File: src/rtl/clock_ce_gen_pkg.sv
// Shared definitions for the clock-enable generator: default ratio width,
// lock sequencer state type and the standard master-clock ratios.
package clock_ce_gen_pkg;

    localparam int CE_W = 16;

    typedef enum logic [0:0] {
        LK_WARMUP = 1'b0,
        LK_LOCKED = 1'b1
    } lock_state_t;

    typedef struct packed {
        logic [CE_W-1:0] num;
        logic [CE_W-1:0] den;
    } ce_ratio_t;

    // Ratios from a 50 MHz master clock
    localparam ce_ratio_t RATIO_50_TO_32M = '{num: 16'd16, den: 16'd25};
    localparam ce_ratio_t RATIO_50_TO_6M  = '{num: 16'd3,  den: 16'd25};
    localparam ce_ratio_t RATIO_50_TO_4M  = '{num: 16'd2,  den: 16'd25};

endpackage

File: src/rtl/clock_ce_gen_if.sv
// Control/status bundle between the clock-enable generator and its consumers.
interface clock_ce_gen_if #(
    parameter int CHANNELS = 2
) ();

    logic                mode;
    logic                hold;
    logic                sync;
    logic [CHANNELS-1:0] ce;
    logic                locked;

    modport master (
        output mode,
        output hold,
        output sync,
        input  ce,
        input  locked
    );

    modport slave (
        input  mode,
        input  hold,
        input  sync,
        output ce,
        output locked
    );

endinterface

File: src/rtl/clock_ce_gen_ce_frac_div.sv
// One fractional clock-enable channel: accumulates num per cycle and emits a
// registered pulse each time the accumulator wraps past DEN.
module clock_ce_gen_ce_frac_div
    import clock_ce_gen_pkg::*;
#(
    parameter int           W   = CE_W,
    parameter logic [W-1:0] DEN = W'(25)
) (
    input  logic         clock,
    input  logic         reset,
    input  logic         enable,
    input  logic         sync,
    input  logic         hold,
    input  logic [W-1:0] num,
    output logic         ce
);

    logic [W-1:0] acc;
    logic [W:0]   sum;
    logic         wrap;

    // acc < DEN and num <= DEN, so the extra bit is enough to never overflow
    assign sum  = {1'b0, acc} + {1'b0, num};
    assign wrap = (sum >= {1'b0, DEN});

    always_ff @(posedge clock) begin
        if (reset) begin
            acc <= '0;
            ce  <= 1'b0;
        end else if (!enable || sync) begin
            acc <= '0;
            ce  <= 1'b0;
        end else if (hold) begin
            ce  <= 1'b0;
        end else if (wrap) begin
            acc <= W'(sum - {1'b0, DEN});
            ce  <= 1'b1;
        end else begin
            acc <= sum[W-1:0];
            ce  <= 1'b0;
        end
    end

endmodule

File: src/rtl/clock_ce_gen.sv
// Multi-channel clock-enable generator with emulated PLL lock warm-up and
// runtime selection between two numerator sets.
//
// state     | meaning
// ----------+------------------------------------------------------------
// LK_WARMUP | counting cycles since reset release; channels held cleared
// LK_LOCKED | warm-up done, locked high, channels free-running
module clock_ce_gen
    import clock_ce_gen_pkg::*;
#(
    parameter int                      CHANNELS    = 2,
    parameter int                      W           = CE_W,
    parameter logic [CHANNELS*W-1:0]   NUM_A       = {16'd7, 16'd14},
    parameter logic [CHANNELS*W-1:0]   NUM_B       = {16'd14, 16'd25},
    parameter logic [CHANNELS*W-1:0]   DEN         = {16'd25, 16'd25},
    parameter int                      LOCK_CYCLES = 1024
) (
    input  logic           clock,
    input  logic           reset,
    clock_ce_gen_if.slave  bus
);

    localparam int               CNT_W     = (LOCK_CYCLES > 1) ? $clog2(LOCK_CYCLES) : 1;
    localparam logic [CNT_W-1:0] LOCK_LAST = CNT_W'(LOCK_CYCLES - 1);

    lock_state_t         lock_state;
    logic [CNT_W-1:0]    lock_cnt;
    logic                locked;
    logic [CHANNELS-1:0] ce_r;

    always_ff @(posedge clock) begin
        if (reset) begin
            lock_state <= LK_WARMUP;
            lock_cnt   <= '0;
            locked     <= 1'b0;
        end else begin
            case (lock_state)
                LK_WARMUP: begin
                    lock_cnt <= lock_cnt + 1'b1;
                    if (lock_cnt == LOCK_LAST) begin
                        lock_state <= LK_LOCKED;
                        locked     <= 1'b1;
                    end
                end
                LK_LOCKED: begin
                    locked <= 1'b1;
                end
                default: begin
                    lock_state <= LK_WARMUP;
                    lock_cnt   <= '0;
                    locked     <= 1'b0;
                end
            endcase
        end
    end

    for (genvar k = 0; k < CHANNELS; k++) begin : g_ch
        logic [W-1:0] num_k;

        // Mode change reaches the accumulator on the very next edge
        assign num_k = bus.mode ? NUM_B[k*W +: W] : NUM_A[k*W +: W];

        clock_ce_gen_ce_frac_div #(
            .W   (W),
            .DEN (DEN[k*W +: W])
        ) u_div (
            .clock  (clock),
            .reset  (reset),
            .enable (locked),
            .sync   (bus.sync),
            .hold   (bus.hold),
            .num    (num_k),
            .ce     (ce_r[k])
        );
    end

    assign bus.ce     = ce_r;
    assign bus.locked = locked;

endmodule

File: src/flat_wrapper.sv
// flat-port wrapper written by rule: the top's interface ports become plain ports
module clock_ce_gen_flat import clock_ce_gen_pkg::*;
#(
    parameter int                      CHANNELS    = 2,
    parameter int                      W           = CE_W,
    parameter logic [CHANNELS*W-1:0]   NUM_A       = {16'd7, 16'd14},
    parameter logic [CHANNELS*W-1:0]   NUM_B       = {16'd14, 16'd25},
    parameter logic [CHANNELS*W-1:0]   DEN         = {16'd25, 16'd25},
    parameter int                      LOCK_CYCLES = 1024
)
  (clock, reset, bus_mode, bus_hold, bus_sync, bus_ce, bus_locked);
  clock_ce_gen_if #(.CHANNELS(CHANNELS)) bus_i ();
  input  logic clock;
  input  logic reset;
  input wire logic [$bits(bus_i.mode)-1:0] bus_mode;
  input wire logic [$bits(bus_i.hold)-1:0] bus_hold;
  input wire logic [$bits(bus_i.sync)-1:0] bus_sync;
  output wire logic [$bits(bus_i.ce)-1:0] bus_ce;
  output wire logic [$bits(bus_i.locked)-1:0] bus_locked;
  assign bus_i.mode = bus_mode;
  assign bus_i.hold = bus_hold;
  assign bus_i.sync = bus_sync;
  assign bus_ce = bus_i.ce;
  assign bus_locked = bus_i.locked;
  clock_ce_gen #(.CHANNELS(CHANNELS), .W(W), .NUM_A(NUM_A), .NUM_B(NUM_B), .DEN(DEN), .LOCK_CYCLES(LOCK_CYCLES)) u_core (.clock(clock), .reset(reset), .bus(bus_i));
endmodule
File: config.mk
export PLATFORM = sky130hd
export DESIGN_NAME = clock_ce_gen_flat
export DESIGN_NICKNAME = d
export VERILOG_FILES = /design/src/rtl/clock_ce_gen_pkg.sv /design/src/rtl/clock_ce_gen_if.sv /design/src/rtl/clock_ce_gen_ce_frac_div.sv /design/src/rtl/clock_ce_gen.sv /design/src/flat_wrapper.sv
export SDC_FILE = /design/constraint.sdc
export NUM_CORES = 1
export LEC_CHECK = 0
export ABC_AREA = 1
export CAP_MARGIN = 30
export CELL_PAD_IN_SITES_DETAIL_PLACEMENT = 0
export CELL_PAD_IN_SITES_GLOBAL_PLACEMENT = 2
export CORE_MARGIN = 2
export CORE_UTILIZATION = 38
export CTS_BUF_LIST = sky130_fd_sc_hd__clkbuf_2 sky130_fd_sc_hd__clkbuf_4 sky130_fd_sc_hd__clkbuf_8
export DETAILED_ROUTE_END_ITERATION = 10
export HOLD_SLACK_MARGIN = 0.02
export PLACE_DENSITY = 0.91
export SETUP_SLACK_MARGIN = 0.02
export SLEW_MARGIN = 5
export SYNTH_ARGS = -nofsm -noshare
export SYNTH_HDL_FRONTEND = slang
export SYNTH_SLANG_ARGS = --single-unit
File: constraint.sdc
create_clock -name clock -period 8.37 [get_ports clock]
set_input_delay 1.674 -clock clock [delete_from_list [all_inputs] [get_ports clock]]
set_output_delay 1.674 -clock clock [all_outputs]
set_load 0.005 [all_outputs]
# Word level (Yosys, flattened, before mapping)

Cells that the tools add are included.

Add/sub/neg operators: 5
Multiply operators: 0
Div/mod/pow operators: 0
$lt $le $gt $ge: 2
Equality and inequality tests: 2
Shift-type cells: 0
Muxes and demuxes: 10
Bitwise gates (word level): 1
Reduce and logical (&&, ||, !) cells: 4

Operators with widths:

| operator                                              | count |
|---|---|
| >= comparator 17 x 5 -> 1 bit, second input constant  | 2 |
| 2-to-1 mux 16 bit                                     | 2 |
| subtractor 16 x 5 -> 16 bit, second input constant    | 2 |
| adder 16 x 4 -> 17 bit                                | 1 |
| adder 16 x 5 -> 17 bit                                | 1 |
| adder 10 x 1 -> 10 bit, second input constant         | 1 |
| == test 10 bit, second input constant                 | 1 |
| 2-to-1 mux 1 bit                                      | 5 |
| 2-to-1 mux 5 bit                                      | 1 |
| 2-to-1 mux 4 bit                                      | 1 |
| OR reduction 3 bit                                    | 1 |
| inequality test 2 x 1 -> 1 bit, second input constant | 1 |
| one-hot mux 1 bit (2 select lines)                    | 1 |
| OR reduction 2 bit                                    | 1 |
| zero test 1 bit                                       | 1 |
| logical OR 1 bit                                      | 1 |
| inverter 1 bit                                        | 1 |

Register bits: 46
Bits in latches: 0
RAM bits: 0
Bits in read-only memories: 0
Input port bits: 5
Output and inout port bits: 3
Logic and storage cells: 31
Memories kept: 0

# Longest topological paths before layout

Word-level depth: 4
Depth in mapped cells: 20
Depth with buffers taken out: 20

# Hierarchy

Synthesis repeated with hierarchy kept, for this count alone.

Cells, all modules: 892
Area total of the unflattened synthesis: 5114.9 µm²

By module, submodules not included:

| module                                          | instances | cells each | area an instance (µm²) |
|---|---|---|---|
| clock_ce_gen_ce_frac_div (u_core.g_ch[0].u_div) | 1         | 406        | 2317.2 |
| clock_ce_gen_ce_frac_div (u_core.g_ch[1].u_div) | 1         | 398        | 2210.9 |
| clock_ce_gen                                    | 1         | 88         | 586.8 |

# Worst setup path before layout

OpenSTA, ideal clock, no wires.

Path kind: input -> register
From: in bus_mode
To: reg u_core.g_ch[0].u_div.acc[13]
Setup time: 0.136 ns
Arrival time: 3.672 ns
Required time: 8.234 ns
Slack: 4.562 ns
Stages on the path: 15
Path buffers: 1
Cells stage by stage: ha_1 > fa_1 > nand2_1 > nand3_1 > nand2_2 > inv_2 > nand3_1 > nand3_2 > nor2_4 > nand3_4 > nor2_8 > nand2_4 > buf_12 > o21ai_2 > a21oi_2

Word-level cells in the longest chain between the ends: 4
Elaborated cells on any way between the ends: 5
Classes of those cells: add/sub (2); order compare (1); mux (2)

Ends and longest elaborated chain:

| element                                                                      | RTL line                                                       | source |
|---|---|---|
| start: declaration                                                           | flat_wrapper.sv:15                                             | `input wire logic [$bits(bus_i.mode)-1:0] bus_mode;` |
| 2-to-1 mux 5 bit (*)                                                         | clock_ce_gen.sv:61                                             | `assign num_k = bus.mode ? NUM_B[k*W +: W] : NUM_A[k*W +: W];` |
| adder 16 x 5 -> 17 bit (*)                                                   | clock_ce_gen_ce_frac_div.sv:23                                 | `assign sum = {1'b0, acc} + {1'b0, num};` |
| subtractor 16 x 5 -> 16 bit or >= comparator 17 x 5 -> 1 bit (tied branches) | clock_ce_gen_ce_frac_div.sv:36, clock_ce_gen_ce_frac_div.sv:24 |  |
| 2-to-1 mux 16 bit (*)                                                        | clock_ce_gen_ce_frac_div.sv:35                                 | `end else if (wrap) begin` |
| end signal: assignment                                                       | clock_ce_gen_ce_frac_div.sv:36                                 | `acc <= W'(sum - {1'b0, DEN});` |
| end signal: assignment                                                       | clock_ce_gen_ce_frac_div.sv:39                                 | `acc <= sum[W-1:0];` |
| end: declaration                                                             | clock_ce_gen_ce_frac_div.sv:18                                 | `logic [W-1:0] acc;` |

Every way passes the cells marked *; elsewhere a longest branch is shown, timed or not.
A chain may end at the register's enable or synchronous reset.

# Worst setup path in the final report

From: in bus_mode
To: reg u_core.g_ch[0].u_div.acc[4]

Same word-level chain as after synthesis.

==> metrics.txt <==
# TYPE chip_impl_metric gauge
chip_impl_metric{name="timing.critical_path.depth",unit=""} 17
chip_impl_metric{name="syn_inst",unit=""} 634
chip_impl_metric{name="grt_pass1_wl",unit="mm"} 16.51
chip_impl_info{name="clk_root_buffer_cell",value="sky130_fd_sc_hd__clkbuf_8"} 1
chip_impl_info{name="worstSetupEndpoint",value="u_core.g_ch[0].u_div.acc[4]"} 1
chip_impl_metric{name="postLayoutCellArea",unit="mm^2"} 0.004233
chip_impl_metric{name="grt_antenna_before_repair",unit=""} 0
chip_impl_metric{name="wirelength",unit="mm"} 9.821
chip_impl_metric{name="postRouteAntennaNets",unit=""} 0
chip_impl_info{name="hold_path.startpoint",value="u_core.lock_cnt[9]"} 1
chip_impl_metric{name="p_per_area",unit="mW/mm^2"} 98.45
chip_impl_info{name="synth.largest_area_cell",value="sky130_fd_sc_hd__dfxtp_1"} 1
chip_impl_metric{name="avgViaCountPerCell",unit=""} 4.954
chip_impl_info{name="synthTopCellsByArea",value="sky130_fd_sc_hd__dfxtp_1, sky130_fd_sc_hd__nand2_1, sky130_fd_sc_hd__nand3_1"} 1
chip_impl_metric{name="tightestPinTransition",unit="ps"} 449.7
chip_impl_metric{name="drtIter0Drc",unit=""} 195
chip_impl_metric{name="power.ir.vdd_worst",unit="uV"} 63.30
chip_impl_info{name="synth_top_family_by_area",value="simple AND/OR/NAND/NOR gates"} 1
chip_impl_metric{name="synthDominantCellAreaShare",unit="%"} 23.36
chip_impl_metric{name="finalSetupViolations",unit=""} 0
chip_impl_metric{name="setup.reg_to_reg.worst_slack",unit="ps"} 5540
chip_impl_info{name="critPathTopFamily",value="simple AND/OR/NAND/NOR gates"} 1
chip_impl_metric{name="p_sw_share",unit="%"} 28.95
chip_impl_info{name="cp_cell_sequence",value="clkdlybuf4s50_1, ha_1, fa_1, inv_1, nand2_1, nand2_1, nand3_1, nand3_1, nand3_2, nor2_4, nand3_4, nor2_8, nand2_4, nand2_1, nand3_1, nand2_1, inv_1"} 1
chip_impl_metric{name="fillerInstances",unit=""} 1130
chip_impl_metric{name="cts_hold_buf",unit=""} 0
chip_impl_metric{name="power.share.sequential",unit="%"} 53.0
chip_impl_metric{name="gpl.final_weighted_congestion",unit=""} 0.8403
chip_impl_info{name="worst_r2r_endpoint",value="u_core.g_ch[0].u_div.acc[4]"} 1
chip_impl_metric{name="grt_start_max_net_pins",unit=""} 56
chip_impl_metric{name="crit_fanout",unit=""} 15
chip_impl_metric{name="final_layout_size_suffix_gt1_share",unit="%"} 13.15
chip_impl_metric{name="critPathArrivalTime",unit="ps"} 4680
chip_impl_metric{name="floorplan.core_area",unit="mm^2"} 0.01018
chip_impl_metric{name="clock_sink_count",unit=""} 46
chip_impl_metric{name="routed-via-count",unit=""} 3839
chip_impl_metric{name="dp.final_hpwl",unit="mm"} 7.583
chip_impl_metric{name="final-max-slew-violation-count",unit=""} 0
chip_impl_metric{name="post_cts.resized_instances",unit=""} 0
chip_impl_metric{name="numPortBuffers",unit=""} 7
chip_impl_metric{name="number_of_buffers_created_by_cts",unit=""} 5
chip_impl_metric{name="starting_density",unit="%"} 38.71
chip_impl_info{name="tritoncts",value="yes"} 1
chip_impl_metric{name="area_delta_synth_final",unit="%"} 7.363
chip_impl_metric{name="final_net_count",unit=""} 656
chip_impl_metric{name="clk_transition_reported_paths",unit="ps"} 100
chip_impl_metric{name="globalRoute.totalOverflow",unit=""} 0
chip_impl_metric{name="mappedNetlistArea",unit="mm^2"} 0.003943
chip_impl_metric{name="die_width",unit="um"} 105.9
chip_impl_info{name="rsz_0062_raised_after_global_routing",value="false"} 1
chip_impl_metric{name="fin_worst_skew",unit="ps"} 12.44
chip_impl_metric{name="critical_path.max_stage_delay",unit="ps"} 510
chip_impl_metric{name="yosys.area_share.xor_xnor",unit="%"} 4.221
chip_impl_metric{name="total_switching_power",unit="mW"} 0.1206
chip_impl_metric{name="finalSetupTns",unit="ps"} 0
chip_impl_metric{name="ys_ff_latch",unit=""} 46
chip_impl_metric{name="hold_viol",unit=""} 0
chip_impl_metric{name="synthMuxAreaShare",unit="%"} 0
chip_impl_metric{name="number_of_remaining_drc_errors",unit=""} 0
chip_impl_metric{name="clock_path_buffers",unit=""} 2
chip_impl_metric{name="synth_adder_area_share",unit="%"} 4.316
chip_impl_metric{name="worstPathBufferInverterCount",unit=""} 3
chip_impl_metric{name="combPwrFrac",unit="%"} 10.9
chip_impl_metric{name="syn_avg_cell_area",unit="um^2"} 6.219
chip_impl_metric{name="die_height",unit="um"} 105.9
chip_impl_metric{name="die_area",unit="mm^2"} 0.01121
chip_impl_metric{name="detailed_route_wire_length_per_cell",unit="um"} 12.67
chip_impl_metric{name="power.static_leakage",unit="nW"} 1.964
chip_impl_metric{name="yosysSeqAreaShare",unit="%"} 23.36
chip_impl_metric{name="fin_crit_period",unit="ps"} 4449
chip_impl_metric{name="crit_required",unit="ps"} 8600
chip_impl_metric{name="clock_latency",unit="ps"} 320
chip_impl_info{name="critical-path-top-cell-by-count",value="sky130_fd_sc_hd__nand2_1"} 1
chip_impl_metric{name="track_usage",unit="%"} 18.24
chip_impl_metric{name="fmax",unit="GHz"} 0.2248
chip_impl_metric{name="placementRows",unit=""} 37
chip_impl_metric{name="ys_types",unit=""} 36
chip_impl_metric{name="p_int",unit="mW"} 0.2961
chip_impl_info{name="timing.critical_path.from",value="bus_mode"} 1
chip_impl_info{name="outcome",value="finished clean"} 1
chip_impl_info{name="cp-start-kind",value="input port"} 1
chip_impl_metric{name="clock_tree.htree_level_count",unit=""} 2
chip_impl_metric{name="post_cts_buffers",unit=""} 0
chip_impl_metric{name="worst_slew_margin_rel",unit="%"} 69.92
chip_impl_info{name="worst-setup-path-type",value="input port to register"} 1
chip_impl_metric{name="ff2ff_path_depth",unit=""} 16
chip_impl_metric{name="ioPinCount",unit=""} 8
chip_impl_metric{name="period_share",unit="%"} 53.15
chip_impl_info{name="crit_path_end_kind",value="register"} 1
chip_impl_metric{name="synth.yosys.warnings",unit=""} 0
chip_impl_metric{name="insertedDiodeCount",unit=""} 0
chip_impl_metric{name="synth_compound_gate_area_share",unit="%"} 11.01
chip_impl_metric{name="synth.net_count",unit=""} 652
chip_impl_info{name="worstHoldPathType",value="register to register"} 1
chip_impl_metric{name="drv_cap",unit=""} 0
chip_impl_metric{name="dpl-instance-area",unit="mm^2"} 0.004119
chip_impl_metric{name="basic_gate_share_of_the_synthesized_area_counting_and_or_nand_and_nor_cells",unit="%"} 47.06
chip_impl_metric{name="vias_in_the_first_global_route",unit=""} 3410
chip_impl_info{name="crit_slowest_cell",value="sky130_fd_sc_hd__clkdlybuf4s50_1"} 1
chip_impl_info{name="worstReg2RegStart",value="u_core.g_ch[0].u_div.acc[0]"} 1
chip_impl_metric{name="detail_route.first_pass.iterations",unit=""} 5
chip_impl_metric{name="clock_share_of_power",unit="%"} 36.1
## state kept, by name, summed over array words and instances, names as in the netlist
signal	cells
u_core.lock_cnt	10
u_core.bus.locked	1
u_core.g_ch.u_div.ce	2
u_core.g_ch.u_div.acc	32
u_core.lock_state	1
## cells in the final DEF, fill, tap and decap left out, drive strengths merged, types with 2 or more instances in the layout
cell,n
o21bai,2
clkbuf,5
clkinv,3
inv,84
a21oi,38
nand2,190
nand3,73
xnor2,5
nor2,85
nor3,7
nand3b,12
o21ai,36
xor2,14
clkdlybuf4s50,7
nand4,13
ha,12
dfxtp,46
buf,2
## power by group through the flow
stage	Clock, mW	Sequential [mW]	Combinational [mW]
after floorplan	0	0.226	0.0357
after global placement	0	0.226	0.0441
after detailed placement	0	0.226	0.0443
after CTS	0.160	0.221	0.0445
after global routing	0.165	0.221	0.0512
final	0.150	0.221	0.0453
## cells by family (layout without fill, tap and decap cells)
kind of cell / count (synthesis) / in the layout
AND/OR/NAND/NOR: 382 / 382
adder cells (fa/ha/maj): 13 / 13
XOR/XNOR: 19 / 19
flip-flops: 46 / 46
buffers and inverters: 97 / 102
AO/OA/AOI/OAI: 77 / 77
## tightest hold or removal path: cells and delay by family (launching register included)
kind                   cells  cell delay, ps
AO/OA/AOI/OAI              1              50
flip-flops                 1             330
buffers and inverters      1              60
## area by class of cell
type                            count  area (um^2)  share of cell area, %
Tap cell                          136        170.2                  4.020
Sequential cell                    46        920.9                  21.76
Clock buffer                        5        68.82                  1.626
Timing Repair Buffer                9        97.59                  2.306
Inverter                           85        319.1                  7.538
Clock inverter                      3        25.02                 0.5912
Multi-Input combinational cell    491         2631                  62.16
## metrics by stage
stage	setup slack (ps)	util, %	power (mW)	hold WS, ps	cells
6_report	3921	41.56	0.4167	477.3	775
3_3_place_gp	3574	40.44	0.2701	457.8	766
4_1_cts	3900	41.36	0.4258	482.7	774
2_1_floorplan	4562	-	0.2616	439.1	634
5_1_grt	3678	41.56	0.4370	514.9	775
3_5_place_dp	3560	40.44	0.2705	467.4	766
## cell usage after synthesis, drive strengths merged
cell type / number
a21boi: 1
nand2: 190
dfxtp: 46
ha: 12
nand4: 13
clkbuf: 7
o21bai: 2
nor3: 7
nor2: 85
nor4: 1
inv: 83
fa: 1
clkinv: 2
nand3b: 12
a21oi: 38
o21ai: 36
nand3: 73
xor2: 14
xnor2: 5
buf: 5
and2: 1
## routing by layer
metal / up-vias / track usage [%] / wire length, um
li1: 2046 / - / -
met1: 1715 / 25.89 / 5008
met2: 69 / 28.57 / 4264
met3: 9 / 3.030 / 414
met4: 0 / 4.887 / 133
met5: - / 0 / 0
## how the worst min path moves through the flow
stage                         end  slack (ps)  cells after the start
2_1_floorplan  u_core.lock_cnt[9]         440                      2
3_3_place_gp   u_core.lock_cnt[9]         460                      2
3_5_place_dp   u_core.lock_cnt[9]         470                      2
4_1_cts        u_core.lock_cnt[9]         480                      2
5_1_grt        u_core.lock_cnt[8]         510                      2
6_report       u_core.lock_cnt[9]         480                      2
No activity file was read; power rests on OpenSTA's default activity.
